==> src/rtl/frigate_adc_pkg.sv <==
// Shared types and widths for the Frigate SAR ADC controller.
package frigate_adc_pkg;

    localparam int ADC_BITS   = 12;
    localparam int ADC_CHAN_W = 3;

    typedef enum logic [1:0] {
        ST_IDLE    = 2'd0,
        ST_SAMPLE  = 2'd1,
        ST_CONVERT = 2'd2,
        ST_DONE    = 2'd3
    } adc_state_t;

endpackage

==> src/rtl/frigate_sync2.sv <==
// Two-flop synchroniser for a single asynchronous level input.
module frigate_sync2 (
    input  logic clk,
    input  logic rst_n,
    input  logic d,
    output logic q
);

    logic meta;

    // Shift the async input through two flops to settle metastability.
    always_ff @(posedge clk or negedge rst_n) begin
        if (!rst_n) begin
            meta <= 1'b0;
            q    <= 1'b0;
        end else begin
            meta <= d;
            q    <= meta;
        end
    end

endmodule

==> src/rtl/frigate_adc_sar_ctrl.sv <==
// SAR ADC conversion sequencer: sample, 12 binary-search bit trials, result.
// Optional build macro FRIGATE_ADC_CONT_EN adds a 'cont' input that chains
// conversions on the same channel without returning to IDLE.
//
// state      | meaning
// -----------+----------------------------------------------------------
// ST_IDLE    | ADC off, waiting for start
// ST_SAMPLE  | ADC tracking input for SAMPLE_CYCLES (reset pulse in first)
// ST_CONVERT | input held, one bit trial every SETTLE_CYCLES+2 cycles
// ST_DONE    | one-cycle result strobe
//
// adc_data carries the code with bit 11 as MSB; the board wires bit 11 to
// the converter's DATA[0] pin.
module frigate_adc_sar_ctrl
    import frigate_adc_pkg::*;
#(
    parameter int SAMPLE_CYCLES = 8,
    parameter int SETTLE_CYCLES = 2
) (
    input  logic                  clk,
    input  logic                  rst_n,
    input  logic                  start,
    input  logic [ADC_CHAN_W-1:0] chan,
`ifdef FRIGATE_ADC_CONT_EN
    input  logic                  cont,
`endif
    output logic                  busy,
    output logic                  done,
    output logic [ADC_BITS-1:0]   result,
    output logic                  adc_en,
    output logic                  adc_rst,
    output logic                  adc_hold,
    output logic [ADC_CHAN_W-1:0] adc_b,
    output logic [ADC_BITS-1:0]   adc_data,
    input  logic                  adc_cmp
);

    // The two synchroniser flops eat two of each trial's cycles, so a trial
    // is SETTLE_CYCLES of real settling plus the synchroniser delay.
    localparam int         TRIAL_CYCLES = SETTLE_CYCLES + 2;
    localparam logic [7:0] SAMPLE_LOAD  = 8'(SAMPLE_CYCLES - 1);
    localparam logic [7:0] TRIAL_LOAD   = 8'(TRIAL_CYCLES - 1);

    adc_state_t            state_q, state_d;
    logic [7:0]            cnt_q, cnt_d;
    logic [3:0]            bit_q, bit_d;
    logic [ADC_BITS-1:0]   code_q, code_d;
    logic [ADC_BITS-1:0]   result_q, result_d;
    logic [ADC_CHAN_W-1:0] chan_q, chan_d;
    logic [ADC_BITS-1:0]   decided;
    logic                  cmp_sync;

    frigate_sync2 u_cmp_sync (
        .clk   (clk),
        .rst_n (rst_n),
        .d     (adc_cmp),
        .q     (cmp_sync)
    );

    // State, timer, trial code, channel and result registers.
    always_ff @(posedge clk or negedge rst_n) begin
        if (!rst_n) begin
            state_q  <= ST_IDLE;
            cnt_q    <= '0;
            bit_q    <= '0;
            code_q   <= '0;
            result_q <= '0;
            chan_q   <= '0;
        end else begin
            state_q  <= state_d;
            cnt_q    <= cnt_d;
            bit_q    <= bit_d;
            code_q   <= code_d;
            result_q <= result_d;
            chan_q   <= chan_d;
        end
    end

    // Next-state logic: down-counter terminal count advances each phase.
    always_comb begin
        state_d  = state_q;
        cnt_d    = cnt_q;
        bit_d    = bit_q;
        code_d   = code_q;
        result_d = result_q;
        chan_d   = chan_q;
        decided  = code_q;
        case (state_q)
            ST_IDLE: begin
                if (start) begin
                    state_d = ST_SAMPLE;
                    cnt_d   = SAMPLE_LOAD;
                    chan_d  = chan;
                    code_d  = '0;
                end
            end
            ST_SAMPLE: begin
                if (cnt_q == 8'd0) begin
                    state_d = ST_CONVERT;
                    cnt_d   = TRIAL_LOAD;
                    bit_d   = 4'(ADC_BITS - 1);
                    code_d  = 12'h800;
                end else begin
                    cnt_d = cnt_q - 8'd1;
                end
            end
            ST_CONVERT: begin
                if (cnt_q == 8'd0) begin
                    if (!cmp_sync) decided[bit_q] = 1'b0;
                    if (bit_q == 4'd0) begin
                        state_d  = ST_DONE;
                        code_d   = decided;
                        result_d = decided;
                    end else begin
                        bit_d  = bit_q - 4'd1;
                        code_d = decided | (12'h001 << (bit_q - 4'd1));
                        cnt_d  = TRIAL_LOAD;
                    end
                end else begin
                    cnt_d = cnt_q - 8'd1;
                end
            end
            ST_DONE: begin
                code_d = '0;
                cnt_d  = '0;
                bit_d  = '0;
`ifdef FRIGATE_ADC_CONT_EN
                if (cont) begin
                    state_d = ST_SAMPLE;
                    cnt_d   = SAMPLE_LOAD;
                end else begin
                    state_d = ST_IDLE;
                end
`else
                state_d = ST_IDLE;
`endif
            end
            default: state_d = ST_IDLE;
        endcase
    end

    assign busy     = (state_q != ST_IDLE);
    assign done     = (state_q == ST_DONE);
    assign adc_en   = (state_q != ST_IDLE);
    assign adc_hold = (state_q == ST_CONVERT) || (state_q == ST_DONE);
    assign adc_rst  = (state_q == ST_SAMPLE) && (cnt_q == SAMPLE_LOAD);
    assign adc_b    = chan_q;
    assign adc_data = code_q;
    assign result   = result_q;

endmodule

==> config.mk <==
export PLATFORM = sky130hd
export DESIGN_NAME = frigate_adc_sar_ctrl
export DESIGN_NICKNAME = d
export VERILOG_FILES = /design/src/rtl/frigate_adc_pkg.sv /design/src/rtl/frigate_sync2.sv /design/src/rtl/frigate_adc_sar_ctrl.sv
export SDC_FILE = /design/constraint.sdc
export NUM_CORES = 1
export LEC_CHECK = 0
export CAP_MARGIN = 0
export CORE_MARGIN = 4
export CORE_UTILIZATION = 57
export CTS_CLUSTER_SIZE = 24
export DETAILED_ROUTE_END_ITERATION = 6
export PLACE_DENSITY = 0.84
export SYNTH_ARGS = -nofsm -noshare
export SYNTH_HDL_FRONTEND = slang
export SYNTH_HIERARCHICAL = 1
export SYNTH_SLANG_ARGS = --single-unit
==> constraint.sdc <==
create_clock -name clk -period 6.7 [get_ports clk]
set_clock_uncertainty 0.2 [all_clocks]
set_input_delay 1.34 -clock clk [delete_from_list [all_inputs] [get_ports clk]]
set_output_delay 1.34 -clock clk [all_outputs]
set_load 0.01 [all_outputs]
==> run_summary.xml <==
<?xml version="1.0" encoding="UTF-8"?>
<metrics>
  <group name="global_route">
    <metric name="grt_util_all_layers" unit="%">22.55</metric>
    <metric name="global_route_wire_length_before_repair" unit="mm">9.114</metric>
    <metric name="overflow" unit="">0</metric>
    <metric name="antenna_found_initial" unit="">0</metric>
    <metric name="first_global_vias" unit="">1839</metric>
    <metric name="grt_max_degree" unit="">44</metric>
  </group>
  <group name="pwr">
    <metric name="clock_network_fraction_of_total_power" unit="%">17.3</metric>
    <metric name="net_switching_power" unit="mW">0.5179</metric>
    <metric name="seq_power_share" unit="%">32.0</metric>
    <metric name="power.density" unit="nW/um^2">415.0</metric>
    <metric name="power.ir.vdd_worst" unit="V">0.0003238</metric>
    <metric name="leakage" unit="nW">1.255</metric>
    <metric name="switching_share" unit="%">43.25</metric>
    <metric name="power.share.combinational" unit="%">50.7</metric>
    <metric name="internal_power" unit="mW">0.6796</metric>
  </group>
  <group name="yosys">
    <metric name="muxShareOfSynthArea" unit="%">2.343</metric>
    <metric name="synth-xor-area-share" unit="%">0.3644</metric>
    <metric name="post_synthesis_cell_area" unit="um^2">2404</metric>
    <metric name="async_flop_share" unit="%">100.0</metric>
    <metric name="synth-main-ff-cell" unit="">dfrtp_1</metric>
    <metric name="synth_edf_count" unit="">0</metric>
    <metric name="mappedNetlistNets" unit="">279</metric>
    <metric name="synth-compound-area-share" unit="%">22.80</metric>
    <metric name="netlist_instances" unit="">257</metric>
    <metric name="synth_warnings" unit="">6</metric>
    <metric name="dominant_combinational_cell_family_by_area_after_synthesis" unit="">compound AO/OA/AOI/OAI gates</metric>
    <metric name="synth_area_per_inst" unit="um^2">9.352</metric>
    <metric name="share_of_synthesized_area_occupied_by_flip_flops_and_latches" unit="%">44.77</metric>
    <metric name="synthAdderAreaFrac" unit="%">7.808</metric>
    <metric name="post_synth_and_or_nand_nor_area_fraction" unit="%">17.33</metric>
    <metric name="synth.ff_latch_count" unit="">43</metric>
    <metric name="yosys_cell_types" unit="">47</metric>
  </group>
  <group name="floorplanning">
    <metric name="design.die.area" unit="um^2">5320</metric>
    <metric name="core-area" unit="um^2">4029</metric>
    <metric name="floorplan.rows" unit="">23</metric>
    <metric name="dieHeight" unit="um">72.94</metric>
    <metric name="io_pins" unit="">39</metric>
    <metric name="die_width" unit="um">72.94</metric>
    <metric name="floorplan.initialDensity" unit="%">59.66</metric>
  </group>
  <group name="timing">
    <metric name="final_setup_vio_count" unit="">0</metric>
    <metric name="setup_tns" unit="ns">0</metric>
    <metric name="final_critical_path_required_period" unit="ns">3.666</metric>
    <metric name="worst_slack" unit="ns">3.034</metric>
    <metric name="slew-limit-headroom" unit="%">37.58</metric>
    <metric name="worst_pin_slew" unit="ns">0.9363</metric>
    <metric name="final_hold_fails" unit="">0</metric>
    <metric name="rsz0062_at_grt" unit="">no</metric>
    <metric name="final-max-slew-violation-count" unit="">0</metric>
    <metric name="max_clock_freq" unit="GHz">0.2728</metric>
    <metric name="post_route_clock_period_utilization" unit="%">54.71</metric>
  </group>
  <group name="hold_path">
    <metric name="hold-path-cell-count" unit="">0</metric>
    <metric name="hp-class" unit="">reg2reg</metric>
    <metric name="whs_endpoint" unit="">u_cmp_sync/q$_DFF_PN0_</metric>
    <metric name="worst_hold_startpoint" unit="">u_cmp_sync/meta$_DFF_PN0_</metric>
  </group>
  <group name="placement">
    <metric name="hpwlAfterDp" unit="mm">3.885</metric>
    <metric name="routabilityCongestion" unit="">0.8994</metric>
    <metric name="port_buffer_count" unit="">38</metric>
    <metric name="detailed_place.area" unit="um^2">2773</metric>
    <metric name="place.detailed.instances" unit="">333</metric>
    <metric name="detailedPlace.worstSlack" unit="ns">3.199</metric>
  </group>
  <group name="drt">
    <metric name="first_iter_violations" unit="">177</metric>
    <metric name="drt_pass1_iterations" unit="">4</metric>
    <metric name="detail_route.vias_per_cell" unit="">5.991</metric>
    <metric name="ant_nets" unit="">0</metric>
    <metric name="detail_route.wl_per_cell" unit="um">16.44</metric>
    <metric name="dr_total_vias" unit="">2043</metric>
    <metric name="post-route-drc-count" unit="">0</metric>
    <metric name="route.final.wire_length" unit="mm">5.607</metric>
  </group>
  <group name="status">
    <metric name="run_status" unit="">completed</metric>
  </group>
  <group name="setup_path">
    <metric name="cp_data_arrival_time" unit="ns">2.13</metric>
    <metric name="worstSetupStartpointType" unit="">flip-flop</metric>
    <metric name="critical_path.max_fanout" unit="">6</metric>
    <metric name="ff2ff_setup_slack" unit="ns">3.57</metric>
    <metric name="crit_path_end_kind" unit="">output port</metric>
    <metric name="worstPathRequired" unit="ns">5.16</metric>
    <metric name="reg2regPathDepth" unit="">7</metric>
    <metric name="reg_to_reg_critical_path_endpoint" unit="">cnt_q[1]$_DFFE_PN0P_</metric>
    <metric name="criticalPathCategory" unit="">reg2out</metric>
    <metric name="r2r_start" unit="">bit_q[0]$_DFFE_PN0P_</metric>
  </group>
  <group name="cts">
    <metric name="tritoncts" unit="">built</metric>
    <metric name="numClockSinks" unit="">43</metric>
    <metric name="path_clk_slew" unit="ns">0.08</metric>
    <metric name="post_cts_resize_count" unit="">0</metric>
    <metric name="cts_buffers" unit="">5</metric>
    <metric name="htreeDepth" unit="">2</metric>
    <metric name="clk_path_buf_depth" unit="">2</metric>
    <metric name="clkLatencyLatePin" unit="ns">0.31</metric>
    <metric name="post_cts.repair.setup_buffers" unit="">0</metric>
    <metric name="cts-root-buf" unit="">clkbuf_8</metric>
    <metric name="cts_hold_buf" unit="">0</metric>
  </group>
  <group name="cells_and_area">
    <metric name="final_nets" unit="">312</metric>
    <metric name="postLayoutCoreUtil" unit="%">71.61</metric>
    <metric name="antenna-diode-count" unit="">0</metric>
    <metric name="final_std_cell_area_no_fill" unit="um^2">2885</metric>
    <metric name="syn2layout_area_growth" unit="%">20.04</metric>
    <metric name="layout.cells.non_filler" unit="">341</metric>
    <metric name="post_route_cells_drive_above_1_share" unit="%">6.529</metric>
  </group>
  <group name="flow_run">
    <metric name="drv.max_cap_violation_count" unit="">0</metric>
  </group>
</metrics>
==> kinds of logic (layout without fill, tap and decap cells) <==
family	count (synthesis)	in the layout
xor+xnor	1	1
buf+inv	23	57
flops	43	43
compound gates	90	90
simple gates	80	80
mux	5	5
fa+ha+maj	15	15
==> cell usage in the layout (no fill, tap or decap), types with 4 or more instances in the layout <==
master / n
a21o_1: 4
a21oi_1: 7
a22o_1: 9
a31oi_1: 5
and3_1: 4
clkbuf_8: 5
clkdlybuf4s50_1: 37
dfrtp_1: 43
ha_1: 15
inv_1: 11
mux2_2: 5
nand2_1: 23
nand2b_1: 8
nand3_1: 5
nor2_1: 18
o21ai_0: 40
o21ai_1: 9
or3_1: 4
==> layout make-up <==
type,instances,area (um^2)
multi-input combinational,191,1217
sequential,43,1076
clock buffer,5,68.82
timing repair buffer,38,375.4
clock inverter,3,43.79
tap,50,62.56
inverter,11,41.29
fill,295,1144
==> registers in the layout (all words and copies together), names as in the netlist <==
register,cells
result,12
adc_b,3
adc_data,12
u_cmp_sync/meta,1
u_cmp_sync/q,1
bit_q,4
state_q,2
cnt_q,8
==> metrics by stage <==
step                      power [mW]  hold WS [ns]
after detailed placement      0.9798        0.1356
after CTS                      1.191        0.1542
after global routing           1.294        0.1700
after floorplan               0.8054        0.1312
final                          1.198        0.1512
after global placement        0.9609        0.1336
==> routing by layer <==
metal  vias to the layer above  part of all wire (%)  global-route usage (%)
met5                         -                     0                       0
met4                         0                   2.4                   10.45
met3                        16                   7.4                   5.647
met2                        85                    46                   33.17
met1                       956                    44                   31.33
li1                        986                     -                       -
==> cells in the mapped netlist (6+ instances only) <==
cell / instances / area, um^2
dfrtp_1: 43 / 1076
o21ai_0: 40 / 200.2
nand2_1: 23 / 86.33
nor2_1: 18 / 67.56
ha_1: 15 / 187.7
inv_1: 11 / 41.29
a22o_1: 9 / 78.83
o21ai_1: 9 / 45.04
nand2b_1: 8 / 50.05
a21oi_1: 7 / 35.03
clkbuf_1: 6 / 22.52
==> worst max-delay path, cell delays in order, from the launching register on <==
cell,delay (ns)
dfrtp_1,0.43
or4_4,0.60
nor3_1,0.22
clkdlybuf4s50_1,0.57
==> power by group through the flow <==
stage               Clock [mW]  Combinational, mW  Sequential [mW]
floorplan                    0              0.434            0.371
global placement             0              0.577            0.384
detailed placement           0              0.594            0.386
CTS                      0.207              0.603            0.381
global route             0.224              0.677            0.393
finish                   0.207              0.608            0.383
==> worst max path at each step <==
stage | startpoint | end | cells after the start
6_report | cnt_q[3]$_DFFE_PN0P_ | adc_rst | 3
3_3_place_gp | start | adc_data[2]$_DFFE_PN0P_ | 5
3_5_place_dp | start | adc_data[2]$_DFFE_PN0P_ | 5
5_1_grt | cnt_q[3]$_DFFE_PN0P_ | adc_rst | 3
4_1_cts | cnt_q[3]$_DFFE_PN0P_ | adc_rst | 3
2_1_floorplan | cnt_q[3]$_DFFE_PN0P_ | adc_rst | 2
(Power assumes the default switching activity.)
